===== config.mk =====
export PLATFORM = sky130hd
export DESIGN_NAME = instr_addr_sequencer
export DESIGN_NICKNAME = d
export VERILOG_FILES = /design/src/rtl/instr_addr_sequencer.sv
export SDC_FILE = /design/constraint.sdc
export NUM_CORES = 1
export LEC_CHECK = 0
export BUFFER_PORTS_ARGS = -buffer_cell sky130_fd_sc_hd__buf_2
export CAP_MARGIN = 20
export CORE_ASPECT_RATIO = 1.4
export CORE_MARGIN = 1.5
export CORE_UTILIZATION = 50
export CTS_BUF_LIST = sky130_fd_sc_hd__clkbuf_8
export DETAILED_ROUTE_END_ITERATION = 6
export GPL_TIMING_DRIVEN = 0
export HOLD_SLACK_MARGIN = 0.15
export PLACE_DENSITY = 0.76
export SLEW_MARGIN = 15
export SYNTH_ARGS = -nofsm -noshare
export SYNTH_HDL_FRONTEND = slang
export SYNTH_SLANG_ARGS = --single-unit

===== constraint.sdc =====
create_clock -name clk -period 4.04 [get_ports clk]
set_clock_uncertainty 0.1 [all_clocks]
set_input_delay 1.01 -clock clk [delete_from_list [all_inputs] [get_ports clk]]
set_output_delay 1.01 -clock clk [all_outputs]
set_load 0.01 [all_outputs]

===== src/rtl/instr_addr_sequencer.sv =====
// Instruction address sequencer: captures an address, holds it for a per-opcode
// number of cycles, and presents it through a fixed-depth output pipeline.
module instr_addr_sequencer #(
    parameter int AW    = 5,
    parameter int OPW   = 3,
    parameter int CW    = 3,
    parameter int DELAY = 2,
    parameter logic [(2**OPW)*CW-1:0] CYC_TABLE =
        {3'd3, 3'd4, 3'd5, 3'd5, 3'd5, 3'd5, 3'd3, 3'd0}
) (
    input  logic          clk,
    input  logic          rst_n,
    input  logic [AW-1:0] address,
    input  logic [OPW-1:0] opcode,
    input  logic          stall,
    input  logic          flush,
    output logic [AW-1:0] out_address,
    output logic          out_start,
    output logic          busy
);

    logic [CW-1:0]       cnt;
    logic [AW-1:0]       hold_addr;
    logic                start_p;
    logic [DELAY*AW-1:0] addr_sr;
    logic [DELAY-1:0]    start_sr;
    logic [DELAY*AW-1:0] addr_next;
    logic [DELAY-1:0]    start_next;
    logic [CW-1:0]       table_hold;

    assign table_hold = CYC_TABLE[int'(opcode)*CW +: CW];

    // Stage 0 sits in the low bits; each advance shifts toward the output end.
    generate
        if (DELAY == 1) begin : g_single
            assign addr_next  = hold_addr;
            assign start_next = start_p;
        end else begin : g_multi
            assign addr_next  = {addr_sr[(DELAY-1)*AW-1:0], hold_addr};
            assign start_next = {start_sr[DELAY-2:0], start_p};
        end
    endgenerate

    always_ff @(posedge clk or negedge rst_n) begin
        if (!rst_n) begin
            cnt       <= '0;
            hold_addr <= '0;
            start_p   <= 1'b0;
            addr_sr   <= '0;
            start_sr  <= '0;
        end else if (flush) begin
            cnt       <= '0;
            hold_addr <= '0;
            start_p   <= 1'b0;
            addr_sr   <= '0;
            start_sr  <= '0;
        end else if (!stall) begin
            if (cnt == '0) begin
                hold_addr <= address;
                cnt       <= table_hold;
                start_p   <= 1'b1;
            end else begin
                cnt       <= cnt - 1'b1;
                start_p   <= 1'b0;
            end
            addr_sr  <= addr_next;
            start_sr <= start_next;
        end
    end

    assign out_address = addr_sr[DELAY*AW-1 -: AW];
    assign out_start   = start_sr[DELAY-1];
    assign busy        = (cnt != '0);

endmodule


==> impl_metrics.json, run 1 <==
{
  "leakagePower_nw": 0.6238,
  "max-clock-path-buffers": 2,
  "cts_buffers": 3,
  "period_needed_ns": 2.368,
  "cts_tree": "done",
  "vias": 684,
  "die_area_sq_um": 2267,
  "cts_setup_buffers": 0,
  "synth-xor-area-share_pct": 0.8816,
  "drc_errors": 0,
  "rsz0062_at_grt": "false",
  "critPathKind": "flop to primary output",
  "start_util_pct": 54.46,
  "die_h_microns": 55.74,
  "area_growth_pct": 16.25,
  "path_clk_slew_ns": 0.07,
  "place_hpwl_microns": 1206,
  "grt_start_max_net_pins": 22,
  "cp_slowest_stage_delay_ns": 0.38,
  "synth-seq-cells": 21,
  "antenna_found_initial": 0,
  "worstPathCellList": "inv_1 > ha_1 > nand2b_1 > buf_2",
  "drtIter0Drc": 10,
  "placed_area_sq_um": 1109,
  "avgViaCountPerCell": 5.221,
  "yosysWarnings": 0,
  "syn-num-nets": 103,
  "numClockSinks": 21,
  "finalPower_uw": 447.8,
  "finish.instance_area_sq_um": 1155,
  "cts.root.buffer_cell": "clkbuf_8",
  "tightest_slew_ns": 0.4512,
  "hp-class": "flop to flop",
  "worstSkewPairLatency_ns": 0.26,
  "max_freq_ghz": 0.4224,
  "drt_wl_total_microns": 1624,
  "overflow": 0,
  "nets": 126,
  "crit_arrival_ns": 1.26,
  "diodes": 0,
  "netlist_area_sq_um": 993.5,
  "synth_fa_ha_area_share_pct": 2.519,
  "slew-limit-headroom_pct": 69.92,
  "seq_area_frac_synth_pct": 52.90,
  "port_buffers": 18,
  "io_pins": 19,
  "cp_max_fo": 5,
  "rows": 18,
  "powerDensity_nw_per_um2": 387.8,
  "synthSimpleGateAreaFrac_pct": 12.22,
  "wl_per_cell_microns": 12.40,
  "netlist_instances": 89,
  "maxSlewViolCount": 0,
  "cp-start-kind": "flop",
  "crit_family": "flip-flops",
  "drive_gt1_share_pct": 27.03,
  "num-fill-cells": 155,
  "synth_cell_type_count": 22,
  "final_hold_viol_count": 0,
  "synth_top_family_by_area": "multiplexers",
  "status": "finished clean",
  "final_antenna_net_count": 0,
  "synth_mux_area_share_pct": 17.13,
  "critPathSlowestCell": "dfrtp_1",
  "finalSetupViolations": 0,
  "cts_hold_buf": 0,
  "cts_max_level": 1,
  "globalplace.congestion": 0.6781,
  "synth-compound-area-share_pct": 5.919,
  "drt_pass1_iterations": 4,
  "synth_area_per_cell_sq_um": 11.16,
  "post_cts_resized": 0,
  "dieWidth_microns": 40.67,
  "crit_required_ns": 2.93,
  "grt_pass1_wl_microns": 2635,
  "finalCritPeriodShare_pct": 58.60,
  "timing.hold.ws_ns": 0.4267,
  "track_usage_pct": 17.03,
  "crit_buf_inv": 2,
  "ir_drop_uv": 268.3,
  "cp-end-kind": "primary output",
  "tns_ns": 0,
  "cap_violations": 0,
  "coreArea_sq_um": 1824,
  "grt_pass1_vias": 670
}
==> worst reg2reg max path, stage by stage (launching register included) <==
cell     delay, ns
dfrtp_1       0.38
inv_1         0.09
ha_1          0.24
nor3b_4       0.45
mux2i_1       0.26
nor2_1        0.05
==> layout make-up <==
type / instances / area (sq um) / share of cell area, %
Clock inverter: 1 / 5.005 / 0.4334
Inverter: 6 / 22.52 / 1.950
Tap cell: 20 / 25.02 / 2.167
Sequential cell: 21 / 525.5 / 45.50
Multi-Input combinational cell: 53 / 384.1 / 33.26
Clock buffer: 3 / 41.29 / 3.575
Buffer: 9 / 61.31 / 5.309
Timing Repair Buffer: 18 / 90.09 / 7.801
==> stage by stage <==
step | worst slack, ns | utilization [%] | instances
after floorplan | 2.090 | - | 89
after detailed placement | 1.826 | 60.77 | 127
after global placement | 1.835 | 60.77 | 127
final | 1.672 | 63.31 | 131
after global routing | 1.579 | 63.31 | 131
after CTS | 1.664 | 63.31 | 131
==> flip-flops by register name (all words and copies together) (netlist names) <==
signal	count
addr_sr	10
hold_addr	5
cnt	3
start_sr	2
start_p	1
==> cells in the mapped netlist (all sizes together) <==
master,n,area share [%]
a211oi,1,0.76
and3b,1,0.88
a21oi,2,1.0
a211o,1,0.88
dfrtp,21,53
nand3,2,1.0
inv,6,2.3
mux2i,17,17
a221oi,2,1.8
ha,2,2.5
a31oi,1,0.63
buf,7,5.4
xnor2,1,0.88
nor3b,1,1.9
nor2,18,6.8
nand2,1,0.38
nand2b,1,0.63
o2111ai,1,0.88
clkbuf,2,0.76
nor2b,1,0.63
==> report_power, final <==
group	internal, mW	total, mW	switching, mW
Sequential	0.224	0.233	0.00882
Clock	0.0685	0.131	0.0623
Combinational	0.0393	0.0842	0.0449
==> path summary, 6_finish.rpt <==
path | depth (start not counted) | slack (ns) | end | startpoint
setup / recovery | 4 | 1.67 | busy | cnt[0]
hold / removal | 2 | 0.43 | start_p | start_p
setup reg to reg | 5 | 2.35 | hold_addr[0] | cnt[0]
hold reg to reg | 2 | 0.43 | start_p | start_p
max in group asynchronous | 1 | 2.94 | addr_sr[8] | rst_n
min in group asynchronous | 1 | 0.59 | addr_sr[2] | rst_n
==> cell families after synthesis <==
logic type	after synthesis
xor gates and xnor gates	1
buffers and inverters	15
and+or+nand+nor	25
DFF	21
adders and majority gates	2
AOI/OAI and AO/OA	8
muxes	17
==> per-layer routing <==
metal	global-route usage (%)	vias up	wire length, microns
met4	11.43	0	44
met1	20.00	329	698
met2	27.44	16	832
met5	0	-	0
met3	1.200	4	48
li1	-	335	-
==> layout by cell type, fill, tap and decap left out <==
cell / n
clkbuf_1: 2
a21oi_1: 2
nand3_1: 2
inv_1: 6
ha_1: 2
nor2b_1: 1
buf_2: 19
mux2i_1: 17
a221oi_1: 2
nand2b_1: 1
nor3b_4: 1
a31oi_1: 1
dfrtp_1: 21
a211oi_1: 1
clkbuf_8: 3
nand2_1: 1
o2111ai_1: 1
clkinv_2: 1
buf_4: 5
a211o_1: 1
nor2_1: 18
and3b_1: 1
xnor2_1: 1
buf_6: 1
Note: power is estimated with default switching activity, not from simulation.
==> inputs of run 2 (changes only) <==
PLACE_DENSITY = 0.79   (was 0.76)
clock period = 1.93 ns   (was 4.04 ns; I/O delays follow)
==> run 2 against run 1 <==
  * Clock-buffer cell count unchanged
  * Clock power up 110%
  * Worst setup slack worse by 1.6 ns
  * Sequential share of layout area down 0.44 points
  * Final area up 0.98%
  * Non-clock buffer count up 1
  * Core utilization up 0.62 points
  * Register-to-register slack worse by 2.1 ns
  * Global-route usage up 0.81 points
  * Combinational power up 110%
  * First-iteration DRC count down 10%
  * Largest cell class unchanged
==> impl_metrics.json, run 2 (synthesis results as in run 1) <==
{
  "reg_top3": "addr_sr x10, hold_addr x5, cnt x3",
  "r2r_slack_ns": 0.26,
  "max_freq_ghz": 0.5420,
  "p_clk_share_pct": 28.9,
  "globalplace.congestion": 0.7368,
  "r2r-start": "cnt[0]",
  "worstPathCellList": "inv_1 > ha_2 > nand2b_1 > buf_2",
  "die_h_microns": 55.74,
  "cp-start-kind": "flop",
  "swShare_pct": 26.05,
  "port_buffers": 18,
  "max-clock-path-buffers": 2,
  "dieWidth_microns": 40.67,
  "ir_drop_uv": 596.7,
  "cts.root.buffer_cell": "clkbuf_8",
  "rsz0062_at_grt": "false",
  "vias": 678,
  "rr_endpoint": "hold_addr[0]",
  "powerDensity_nw_per_um2": 805.5,
  "drive_gt1_share_pct": 26.79,
  "top_register": "addr_sr",
  "die_area_sq_um": 2267,
  "cp_max_fo": 5,
  "cts_tree": "done",
  "track_usage_pct": 17.84,
  "period_needed_ns": 1.845,
  "cp-end-kind": "primary output",
  "crit_required_ns": 1.35,
  "coreArea_sq_um": 1824,
  "finish.instance_area_sq_um": 1166,
  "cts_setup_buffers": 0,
  "grt_start_max_net_pins": 22,
  "hp-class": "primary input to flop",
  "mostFrequentLayoutCells": "21 x dfrtp_1, 19 x buf_2, 18 x nor2_1",
  "cap_violations": 0,
  "grt_pass1_vias": 664,
  "nets": 127,
  "num-fill-cells": 149,
  "drt_pass1_iterations": 4,
  "status": "finished clean",
  "leakagePower_nw": 0.6283,
  "io_pins": 19,
  "numClockSinks": 21,
  "fin_util_pct": 63.92,
  "comb_power_share_pct": 19.2,
  "slew-limit-headroom_pct": 69.18,
  "crit_buf_inv": 2,
  "diodes": 0,
  "maxSlewViolCount": 0,
  "rows": 18,
  "antenna_found_initial": 0,
  "placed_area_sq_um": 1109,
  "path_clk_slew_ns": 0.07,
  "final_antenna_net_count": 0,
  "worstSkewPairLatency_ns": 0.25,
  "power.switching_uw": 244.7,
  "sequentialPowerShare_pct": 51.9,
  "start_util_pct": 54.46,
  "wl_per_cell_microns": 12.35,
  "finalSetupViolations": 0,
  "cp.depth": 4,
  "avgViaCountPerCell": 5.136,
  "drt_wl_total_microns": 1630,
  "final_hold_viol_count": 0,
  "cp_slowest_stage_delay_ns": 0.38,
  "grt_pass1_wl_microns": 2801,
  "crit_path_end": "busy",
  "overflow": 0,
  "crit_family": "flip-flops",
  "p_int_uw": 694.6,
  "crit_arrival_ns": 1.26,
  "cts_buffers": 3,
  "startpoint": "cnt[0]",
  "final_common_cell": "dfrtp_1",
  "cts_max_level": 1,
  "tns_ns": 0,
  "critPathSlowestCell": "dfrtp_1",
  "place_hpwl_microns": 1231,
  "critPathKind": "flop to primary output",
  "area_growth_pct": 17.38,
  "drc_errors": 0,
  "largest_register_ffs": 10,
  "finalCritPeriodShare_pct": 95.59,
  "reg2regPathDepth": 5,
  "drtIter0Drc": 9,
  "tightest_slew_ns": 0.4623
}
==> run 2: final cells by class <==
class | instances | area, sq um | area share (%)
flip-flops and latches | 21 | 525.5 | 45.06
multi-input cells | 53 | 386.6 | 33.15
repair buffers | 19 | 100.1 | 8.584
plain buffers | 9 | 61.31 | 5.258
clock buffers | 3 | 41.29 | 3.541
well taps | 20 | 25.02 | 2.146
inverters | 6 | 22.52 | 1.931
clock inverters | 1 | 3.754 | 0.3219
==> run 2: layer usage <==
metal	track usage, %	vias up	routed length (microns)
met5	0	-	0
met4	7.143	0	17
met2	28.12	10	857
met1	22.79	324	707
met3	3.600	2	46
li1	-	342	-
==> run 2: worst min-delay path by stage <==
stage,start,end,slack [ns],cells after the start
global route,flush,cnt[2],0.31,2
finish,flush,cnt[2],0.31,2
CTS,flush,cnt[2],0.30,2
detailed placement,rst_n,cnt[2],0.36,1
floorplan,rst_n,addr_sr[0],0.09,0
global placement,rst_n,cnt[2],0.35,1
==> run 2: timing repair <==
item | 4_1_cts | 5_1_grt
endpoints found under the hold margin | 21 | 0
gates resized for setup | 0 | 1
endpoints found under the setup margin | 0 | 1
hold buffers | 1 | 0
==> run 2: metrics by stage <==
step	hold WS [ns]	setup slack, ns	instances	power (mW)
4_1_cts	0.3034	0.05658	132	0.9474
3_5_place_dp	0.3579	0.2435	127	0.6748
6_report	0.3070	0.08506	132	0.9393
2_1_floorplan	0.08691	0.4452	89	0.6183
3_3_place_gp	0.3527	0.2625	127	0.6664
5_1_grt	0.3093	0.01040	132	0.9933
==> run 2: power by group through the flow <==
| stage | registers (mW) | clock network (mW) | logic [mW] |
|---|---|---|---|
| 2_1_floorplan | 0.491 | 0 | 0.127 |
| 3_5_place_dp | 0.496 | 0 | 0.179 |
| 4_1_cts | 0.488 | 0.279 | 0.181 |
| 6_report | 0.487 | 0.272 | 0.180 |
| 3_3_place_gp | 0.495 | 0 | 0.172 |
| 5_1_grt | 0.492 | 0.300 | 0.201 |
